==> src/rtl/exec_pkg.sv <==
// Shared opcodes, FSM encoding and op classification for the execute stage.
package exec_pkg;

    localparam logic [3:0] OP_ADD  = 4'd0;
    localparam logic [3:0] OP_SUB  = 4'd1;
    localparam logic [3:0] OP_AND  = 4'd2;
    localparam logic [3:0] OP_OR   = 4'd3;
    localparam logic [3:0] OP_XOR  = 4'd4;
    localparam logic [3:0] OP_SLL  = 4'd5;
    localparam logic [3:0] OP_SRL  = 4'd6;
    localparam logic [3:0] OP_SRA  = 4'd7;
    localparam logic [3:0] OP_SLT  = 4'd8;
    localparam logic [3:0] OP_PASS = 4'd9;
    localparam logic [3:0] OP_MUL  = 4'd10;
    localparam logic [3:0] OP_DIVU = 4'd11;
    localparam logic [3:0] OP_REMU = 4'd12;

    typedef enum logic [1:0] {
        S_IDLE = 2'd0,
        S_BUSY = 2'd1,
        S_DONE = 2'd2
    } state_t;

    function automatic logic is_multicycle(input logic [3:0] op);
        return (op == OP_MUL) || (op == OP_DIVU) || (op == OP_REMU);
    endfunction

endpackage

==> src/rtl/execute_mdu_if.sv <==
// ID/EX operand bus into the execute stage and its result/stall bus back out.
interface execute_mdu_if #(parameter int WIDTH = 16);
    logic             in_valid;
    logic [3:0]       op;
    logic             ALUSrc2;
    logic [WIDTH-1:0] ReadDataA;
    logic [WIDTH-1:0] ReadDataB;
    logic [WIDTH-1:0] Imm;
    logic [1:0]       fwd_A;
    logic [1:0]       fwd_B;
    logic [WIDTH-1:0] data_exmem;
    logic [WIDTH-1:0] data_memwb;
    logic             flush;
    logic [WIDTH-1:0] result;
    logic             out_valid;
    logic             Zero;
    logic             stall;
    logic             err;

    modport master (
        output in_valid, op, ALUSrc2, ReadDataA, ReadDataB, Imm,
               fwd_A, fwd_B, data_exmem, data_memwb, flush,
        input  result, out_valid, Zero, stall, err
    );

    modport slave (
        input  in_valid, op, ALUSrc2, ReadDataA, ReadDataB, Imm,
               fwd_A, fwd_B, data_exmem, data_memwb, flush,
        output result, out_valid, Zero, stall, err
    );
endinterface

==> src/rtl/mdu_iter.sv <==
// Iterative MSB-first shift-add multiplier / restoring divider, one bit per step.
module mdu_iter
    import exec_pkg::*;
#(
    parameter int WIDTH = 16
) (
    input  logic             clk,
    input  logic             rst,
    input  logic             clear_i,
    input  logic             start_i,
    input  logic             step_i,
    input  logic [3:0]       op_i,
    input  logic [WIDTH-1:0] a_i,
    input  logic [WIDTH-1:0] b_i,
    output logic             done_o,
    output logic [WIDTH-1:0] res_o,
    output logic             dz_o
);
    localparam int SHW = $clog2(WIDTH);

    logic [WIDTH-1:0] a_q, a_d, b_q, b_d, acc_q, acc_d, quo_q, quo_d;
    logic [3:0]       op_q, op_d;
    logic [SHW-1:0]   cnt_q, cnt_d;
    logic [WIDTH:0]   trial;
    logic [WIDTH-1:0] diff;

    // acc holds the running product for MUL and the partial remainder for DIV/REM
    assign trial = {acc_q, a_q[cnt_q]};
    assign diff  = trial[WIDTH-1:0] - b_q;

    always_comb begin
        a_d   = a_q;
        b_d   = b_q;
        op_d  = op_q;
        cnt_d = cnt_q;
        acc_d = acc_q;
        quo_d = quo_q;
        if (clear_i) begin
            a_d   = '0;
            b_d   = '0;
            op_d  = '0;
            cnt_d = '0;
            acc_d = '0;
            quo_d = '0;
        end else if (start_i) begin
            a_d   = a_i;
            b_d   = b_i;
            op_d  = op_i;
            cnt_d = SHW'(WIDTH - 1);
            acc_d = '0;
            quo_d = '0;
        end else if (step_i) begin
            if (op_q == OP_MUL) begin
                acc_d = (acc_q << 1) + (b_q[cnt_q] ? a_q : '0);
            end else if (trial >= {1'b0, b_q}) begin
                acc_d        = diff;
                quo_d[cnt_q] = 1'b1;
            end else begin
                acc_d = trial[WIDTH-1:0];
            end
            if (cnt_q != '0) cnt_d = cnt_q - 1'b1;
        end
    end

    always_ff @(posedge clk or posedge rst) begin
        if (rst) begin
            a_q   <= '0;
            b_q   <= '0;
            op_q  <= '0;
            cnt_q <= '0;
            acc_q <= '0;
            quo_q <= '0;
        end else begin
            a_q   <= a_d;
            b_q   <= b_d;
            op_q  <= op_d;
            cnt_q <= cnt_d;
            acc_q <= acc_d;
            quo_q <= quo_d;
        end
    end

    assign done_o = step_i && (cnt_q == '0);
    assign res_o  = (op_q == OP_DIVU) ? quo_q : acc_q;
    assign dz_o   = (b_q == '0) && (op_q != OP_MUL);

endmodule

==> src/rtl/execute_mdu.sv <==
// Execute stage: operand forwarding, single-cycle ALU, and a stalling iterative MDU.
module execute_mdu
    import exec_pkg::*;
#(
    parameter int WIDTH = 16,
    parameter int SHW   = $clog2(WIDTH)
) (
    input  logic          clk,
    input  logic          rst,
    execute_mdu_if.slave  bus
);
    logic [WIDTH-1:0] opa, opb, alu_res, mdu_res, res_c;
    logic [SHW-1:0]   shamt;
    logic             multi, start, step, mdu_done, mdu_dz;
    logic             vld_c, stall_c, err_c;
    state_t           state_q, state_d;

    always_comb begin
        opa = bus.fwd_A[1] ? bus.data_exmem : bus.fwd_A[0] ? bus.data_memwb : bus.ReadDataA;
        opb = bus.Imm;
        if (bus.ALUSrc2)
            opb = bus.fwd_B[1] ? bus.data_exmem : bus.fwd_B[0] ? bus.data_memwb : bus.ReadDataB;
    end

    assign shamt = opb[SHW-1:0];

    always_comb begin
        alu_res = '0;
        case (bus.op)
            OP_ADD:  alu_res = opa + opb;
            OP_SUB:  alu_res = opa - opb;
            OP_AND:  alu_res = opa & opb;
            OP_OR:   alu_res = opa | opb;
            OP_XOR:  alu_res = opa ^ opb;
            OP_SLL:  alu_res = opa << shamt;
            OP_SRL:  alu_res = opa >> shamt;
            OP_SRA:  alu_res = $signed(opa) >>> shamt;
            OP_SLT:  alu_res = {{(WIDTH-1){1'b0}}, $signed(opa) < $signed(opb)};
            OP_PASS: alu_res = opb;
            default: alu_res = '0;
        endcase
    end

    assign multi = is_multicycle(bus.op);
    assign start = (state_q == S_IDLE) && bus.in_valid && multi && !bus.flush;
    assign step  = (state_q == S_BUSY) && !bus.flush;

    mdu_iter #(.WIDTH(WIDTH)) u_mdu (
        .clk     (clk),
        .rst     (rst),
        .clear_i (bus.flush),
        .start_i (start),
        .step_i  (step),
        .op_i    (bus.op),
        .a_i     (opa),
        .b_i     (opb),
        .done_o  (mdu_done),
        .res_o   (mdu_res),
        .dz_o    (mdu_dz)
    );

    always_ff @(posedge clk or posedge rst) begin
        if (rst) state_q <= S_IDLE;
        else     state_q <= state_d;
    end

    always_comb begin
        state_d = state_q;
        if (bus.flush) begin
            state_d = S_IDLE;
        end else begin
            case (state_q)
                S_IDLE:  if (bus.in_valid && multi) state_d = S_BUSY;
                S_BUSY:  if (mdu_done) state_d = S_DONE;
                default: state_d = S_IDLE;
            endcase
        end
    end

    // Outputs are forced quiet while reset is held, independent of the inputs
    always_comb begin
        res_c   = alu_res;
        vld_c   = 1'b0;
        stall_c = 1'b0;
        err_c   = 1'b0;
        if (rst) begin
            res_c = '0;
        end else if (!bus.flush) begin
            case (state_q)
                S_IDLE: begin
                    if (bus.in_valid) begin
                        if (multi) begin
                            stall_c = 1'b1;
                        end else begin
                            vld_c = 1'b1;
                            err_c = (bus.op > OP_REMU);
                        end
                    end
                end
                S_BUSY: stall_c = 1'b1;
                S_DONE: begin
                    res_c = mdu_res;
                    vld_c = 1'b1;
                    err_c = mdu_dz;
                end
                default: ;
            endcase
        end
    end

    assign bus.result    = res_c;
    assign bus.out_valid = vld_c;
    assign bus.stall     = stall_c;
    assign bus.err       = err_c;
    assign bus.Zero      = vld_c && (res_c == '0);

endmodule

==> src/flat_wrapper.sv <==
// flat-port wrapper written by rule: the top's interface ports become plain ports
module execute_mdu_flat import exec_pkg::*;
#(
    parameter int WIDTH = 16,
    parameter int SHW   = $clog2(WIDTH)
)
  (clk, rst, bus_in_valid, bus_op, bus_ALUSrc2, bus_ReadDataA, bus_ReadDataB, bus_Imm, bus_fwd_A, bus_fwd_B, bus_data_exmem, bus_data_memwb, bus_flush, bus_result, bus_out_valid, bus_Zero, bus_stall, bus_err);
  execute_mdu_if #(.WIDTH(WIDTH)) bus_i ();
  input  logic clk;
  input  logic rst;
  input wire logic [$bits(bus_i.in_valid)-1:0] bus_in_valid;
  input wire logic [$bits(bus_i.op)-1:0] bus_op;
  input wire logic [$bits(bus_i.ALUSrc2)-1:0] bus_ALUSrc2;
  input wire logic [$bits(bus_i.ReadDataA)-1:0] bus_ReadDataA;
  input wire logic [$bits(bus_i.ReadDataB)-1:0] bus_ReadDataB;
  input wire logic [$bits(bus_i.Imm)-1:0] bus_Imm;
  input wire logic [$bits(bus_i.fwd_A)-1:0] bus_fwd_A;
  input wire logic [$bits(bus_i.fwd_B)-1:0] bus_fwd_B;
  input wire logic [$bits(bus_i.data_exmem)-1:0] bus_data_exmem;
  input wire logic [$bits(bus_i.data_memwb)-1:0] bus_data_memwb;
  input wire logic [$bits(bus_i.flush)-1:0] bus_flush;
  output wire logic [$bits(bus_i.result)-1:0] bus_result;
  output wire logic [$bits(bus_i.out_valid)-1:0] bus_out_valid;
  output wire logic [$bits(bus_i.Zero)-1:0] bus_Zero;
  output wire logic [$bits(bus_i.stall)-1:0] bus_stall;
  output wire logic [$bits(bus_i.err)-1:0] bus_err;
  assign bus_i.in_valid = bus_in_valid;
  assign bus_i.op = bus_op;
  assign bus_i.ALUSrc2 = bus_ALUSrc2;
  assign bus_i.ReadDataA = bus_ReadDataA;
  assign bus_i.ReadDataB = bus_ReadDataB;
  assign bus_i.Imm = bus_Imm;
  assign bus_i.fwd_A = bus_fwd_A;
  assign bus_i.fwd_B = bus_fwd_B;
  assign bus_i.data_exmem = bus_data_exmem;
  assign bus_i.data_memwb = bus_data_memwb;
  assign bus_i.flush = bus_flush;
  assign bus_result = bus_i.result;
  assign bus_out_valid = bus_i.out_valid;
  assign bus_Zero = bus_i.Zero;
  assign bus_stall = bus_i.stall;
  assign bus_err = bus_i.err;
  execute_mdu #(.WIDTH(WIDTH), .SHW(SHW)) u_core (.clk(clk), .rst(rst), .bus(bus_i));
endmodule
==> config.mk <==
export PLATFORM = sky130hd
export DESIGN_NAME = execute_mdu_flat
export DESIGN_NICKNAME = d
export VERILOG_FILES = /design/src/rtl/exec_pkg.sv /design/src/rtl/execute_mdu_if.sv /design/src/rtl/mdu_iter.sv /design/src/rtl/execute_mdu.sv /design/src/flat_wrapper.sv
export SDC_FILE = /design/constraint.sdc
export NUM_CORES = 1
export LEC_CHECK = 0
export BUFFER_PORTS_ARGS = -buffer_cell sky130_fd_sc_hd__buf_2
export CORE_ASPECT_RATIO = 0.5
export CORE_MARGIN = 2
export CORE_UTILIZATION = 40
export DETAILED_ROUTE_END_ITERATION = 16
export SYNTH_ARGS = -nofsm -noshare
export SYNTH_HDL_FRONTEND = slang
export SYNTH_SLANG_ARGS = --single-unit
==> constraint.sdc <==
create_clock -name clk -period 6.16 [get_ports clk]
set_input_delay 0 -clock clk [delete_from_list [all_inputs] [get_ports clk]]
set_output_delay 0 -clock clk [all_outputs]
set_load 0.01 [all_outputs]
==> qor.log <==
[status] result of the run complete, no violations
[critical_path] depth of the worst register-to-register path 15
[floorplanning] number of top-level pins 113
[floorplanning] effective utilization at floorplan 40.71%
[clock_network] clock net sink count 74
[cells_and_area] final design utilization 45.46%
[clock_network] cts hold-fix bufs 1
[route] number of nets still failing antenna checks after routing 0
[logic_synthesis] multiplexer area fraction after synthesis 13.19%
[grt] global router's overall resource usage 31.94%
[route] total via count in the routed design 11.43k
[critical_path] Arrival @ worst endpoint 5.03 ns
[floorplanning] area of the core 25190 um2
[logic_synthesis] combined area of all synthesized cells 10250 um2
[logic_synthesis] Synth top cells by count sky130_fd_sc_hd__nor2_1, sky130_fd_sc_hd__a21oi_1, sky130_fd_sc_hd__nand2_1
[clock_network] clock latency reported for the late side of the worst-skew pair 0.34 ns
[critical_path] type of destination of the critical path output pin
[sta] Slew Viols, Final 0
[logic_synthesis] area share of the leading cell type in the synthesized netlist 18.06%
[min_path] hold crit path type in2reg
[power] areal power density over the cells 185.7 nW/um2
[power] Lkg Pwr 0.005141 uW
[critical_path] CP Buf/Inv Count 3
[grt] number of antenna violations at the first check in global routing 0
[logic_synthesis] sequential area share after synthesis 18.06%
[route] routed wire length per instance 24.80 um
[placed_design] global placer's final weighted congestion 1.019
[logic_synthesis] xor-xnor portion of the synthesized cell area 2.648%
[clock_network] Root Buffer sky130_fd_sc_hd__clkbuf_16
[logic_synthesis] dominant synthesized flop cell sky130_fd_sc_hd__dfrtp_1
[critical_path] startpoint type of the worst setup path primary input
[power] overall power 2126 uW
[logic_synthesis] post-synth cell types 81
[sta] peak clock frequency supported by timing 198.7 MHz
[sta] Setup Total Neg Slack 0 ns
[critical_path] logic depth of the worst path, buffers included 17
[clock_network] postcts setup bufs 0
[logic_synthesis] #FFs+latches synth 74
[clock_network] total clock buffers created by CTS 9
[cells_and_area] share of post-route cells with drive strength above 1 14.87%
[cells_and_area] area growth from synthesis to layout 11.67%
[floorplanning] Die Span Y 117.2 um
[placed_design] PortBufs 112
[critical_path] worst-path cell chain buf_2 > mux2i_1 > o21ai_0 > inv_1 > ha_1 > fa_1 > nand2b_1 > a21oi_1 > o22ai_1 > a221oi_1 > o221ai_1 > a2111oi_0 > o22ai_1 > nor3_2 > nand4_1 > nor4_2 > buf_2
[grt] Overflow after GRT 0
[cells_and_area] Final #Nets 1595
[grt] vias in the first global route 10.50k
[power] peak supply drop 0.1134 mV
[logic_synthesis] yosys warns 0
[grt] largest net degree at the start of global routing 73
[sta] headroom to the max-slew limit 14.30%
[route] router iterations before antenna repair 6
[logic_synthesis] post-synthesis cell count 1345
[floorplanning] DIE AREA 27010 um2
[placed_design] half-perimeter wire length after placement 34.00 mm
[grt] wire length of the first global-routing pass 65.38 mm
[logic_synthesis] main combinational cell family by area after synthesis compound AO/OA/AOI/OAI gates
[sta] RSZ-0062 raised after global routing no
[min_path] number of cells traversed by the worst hold path 3
[sta] Min Clock Period, post-route 5.033 ns
[critical_path] required time at the worst-slack endpoint 6.16 ns
[clock_network] CTS-repair resized insts 0
[sta] period utilisation layout 81.71%
[route] vias per std cell 6.484
[route] DRC 0
[route] first-iteration detailed-routing DRC count 1366
[logic_synthesis] share of async-settable or async-resettable flops after synthesis 100.0%
[floorplanning] die span in x 230.4 um
[job] number of max-cap violations 0
[sta] count of final setup violators 0
[critical_path] slowest stage cell on the critical path sky130_fd_sc_hd__o21ai_0
[logic_synthesis] Post-Syn Nets 1525
[sta] final-layout worst hold slack 0.1541 ns
[clock_network] maximum count of clock buffers along a single path 2
[logic_synthesis] Post-Synth Adder-Cell Area 10.91%
[logic_synthesis] area share of and/or/nand/nor cells after synthesis 19.55%
[sta] Hold Fails Final Rpt 0
[logic_synthesis] average size of a mapped cell 7.623 um2
[logic_synthesis] ranking of synthesized cells by area sky130_fd_sc_hd__dfrtp_1, sky130_fd_sc_hd__ha_1, sky130_fd_sc_hd__mux2i_1
[clock_network] clock-pin slew on the worst setup and hold paths 0.06 ns
[logic_synthesis] post-synth top area cell sky130_fd_sc_hd__dfrtp_1
[cells_and_area] # fillers 2554
[critical_path] critical path class in2out
[logic_synthesis] number of synthesized flops with an enable pin 0
[critical_path] Largest stage delay, worst path 0.99 ns
[clock_network] CTS tree built
[floorplanning] std cell rows 41
[logic_synthesis] fraction of the mapped netlist area in compound gates 29.13%
[cells_and_area] antenna diode instance count 0
[critical_path] top fanout value on the critical path 16
[sta] worst clock skew on the final layout 0.006795 ns
[clock_network] Clock H-tree levels 3
[logic_synthesis] cell with the most instances after synthesis sky130_fd_sc_hd__nor2_1
[route] total routed wirelength 43.72 mm
[critical_path] cell type group with the largest total delay on the critical path compound AO/OA/AOI/OAI gates
[sta] pin slew with the least headroom to its limit 1.272 ns
state kept, by name (all words and copies together), names as in the netlist:
name / cells
u_core.u_mdu.cnt_q: 4
u_core.u_mdu.acc_q: 16
u_core.u_mdu.a_q: 16
u_core.state_q: 2
u_core.u_mdu.b_q: 16
u_core.u_mdu.op_q: 4
u_core.u_mdu.quo_q: 16
metal layers:
| metal | part of all wire (%) | GRT usage [%] | up-vias | wire length, um |
|---|---|---|---|---|
| li1 | - | - | 5141 | - |
| met1 | 44 | 45.40 | 5560 | 19350 |
| met2 | 43 | 49.48 | 653 | 18860 |
| met3 | 9.7 | 5.862 | 78 | 4241 |
| met4 | 2.9 | 9.677 | 0 | 1262 |
| met5 | 0 | 0 | - | 0 |
worst min-delay path, stage by stage:
cell,delay [ns]
sky130_fd_sc_hd__buf_2,0.27
sky130_fd_sc_hd__nand2_1,0.12
sky130_fd_sc_hd__a21oi_1,0.06
power breakdown:
group          leakage (uW)  internal (uW)  switching (uW)
registers           0.00102            500            22.1
logic               0.00397            375             673
clock network      0.000150            354             202
cells by family after synthesis:
logic type                 after synthesis
DFF                                     74
muxes                                  120
xor gates and xnor gates                31
adders and majority gates               87
AOI/OAI and AO/OA                      440
buffers and inverters                  165
and+or+nand+nor                        428
cell usage in the layout, fill, tap and decap left out, drive strengths merged, types with 7 or more instances in the layout:
master / instances
o32ai: 7
ha: 83
xnor2: 26
nand2: 103
o21ai: 85
nand2b: 7
a22oi: 20
o211ai: 14
a21o: 14
o221ai: 8
buf: 141
nor3: 30
o22ai: 22
a2111oi: 9
a31oi: 20
clkbuf: 11
or3: 8
a211oi: 27
o41ai: 8
nand3: 28
nor2b: 15
dfrtp: 74
a21oi: 110
mux2: 18
nor2: 164
mux2i: 92
inv: 80
a22o: 10
mux4: 10
a221oi: 18
and2: 23
nor4: 13
cell type report:
class	count	area [um2]	area share [%]
Multi-Input combinational cell	1106	7760	67.77
Sequential cell	74	1852	16.17
Timing Repair Buffer	142	788.3	6.885
Tap cell	344	430.4	3.759
Inverter	82	309.0	2.699
Clock buffer	11	232.7	2.033
Clock inverter	4	77.57	0.6775
per-stage QoR:
step                      cells  area, um2  worst slack, ns
after floorplan            1345      10250            1.340
after global placement     1747      11130            1.253
after detailed placement   1747      11130            1.307
after CTS                  1763      11450            1.284
final                      1763      11450            1.127
after global routing       1763      11450           0.7482
worst paths after layout:
path                                                   start                                  to  slack [ns]
hold reg to reg            u_core.u_mdu.quo_q[9]$_DFFE_PP0P_   u_core.u_mdu.quo_q[9]$_DFFE_PP0P_        0.50
min in group asynchronous                                rst    u_core.u_mdu.op_q[2]$_DFFE_PP0P_        0.21
max in group asynchronous                                rst    u_core.u_mdu.a_q[15]$_DFFE_PP0P_        4.78
setup / recovery                                bus_fwd_A[0]                            bus_Zero        1.13
setup reg to reg           u_core.u_mdu.cnt_q[0]$_DFFE_PP0P_  u_core.u_mdu.acc_q[15]$_DFFE_PP0P_        1.29
hold / removal                                     bus_op[2]    u_core.u_mdu.op_q[2]$_DFFE_PP0P_        0.15
Note: power is estimated with default switching activity, not from simulation.
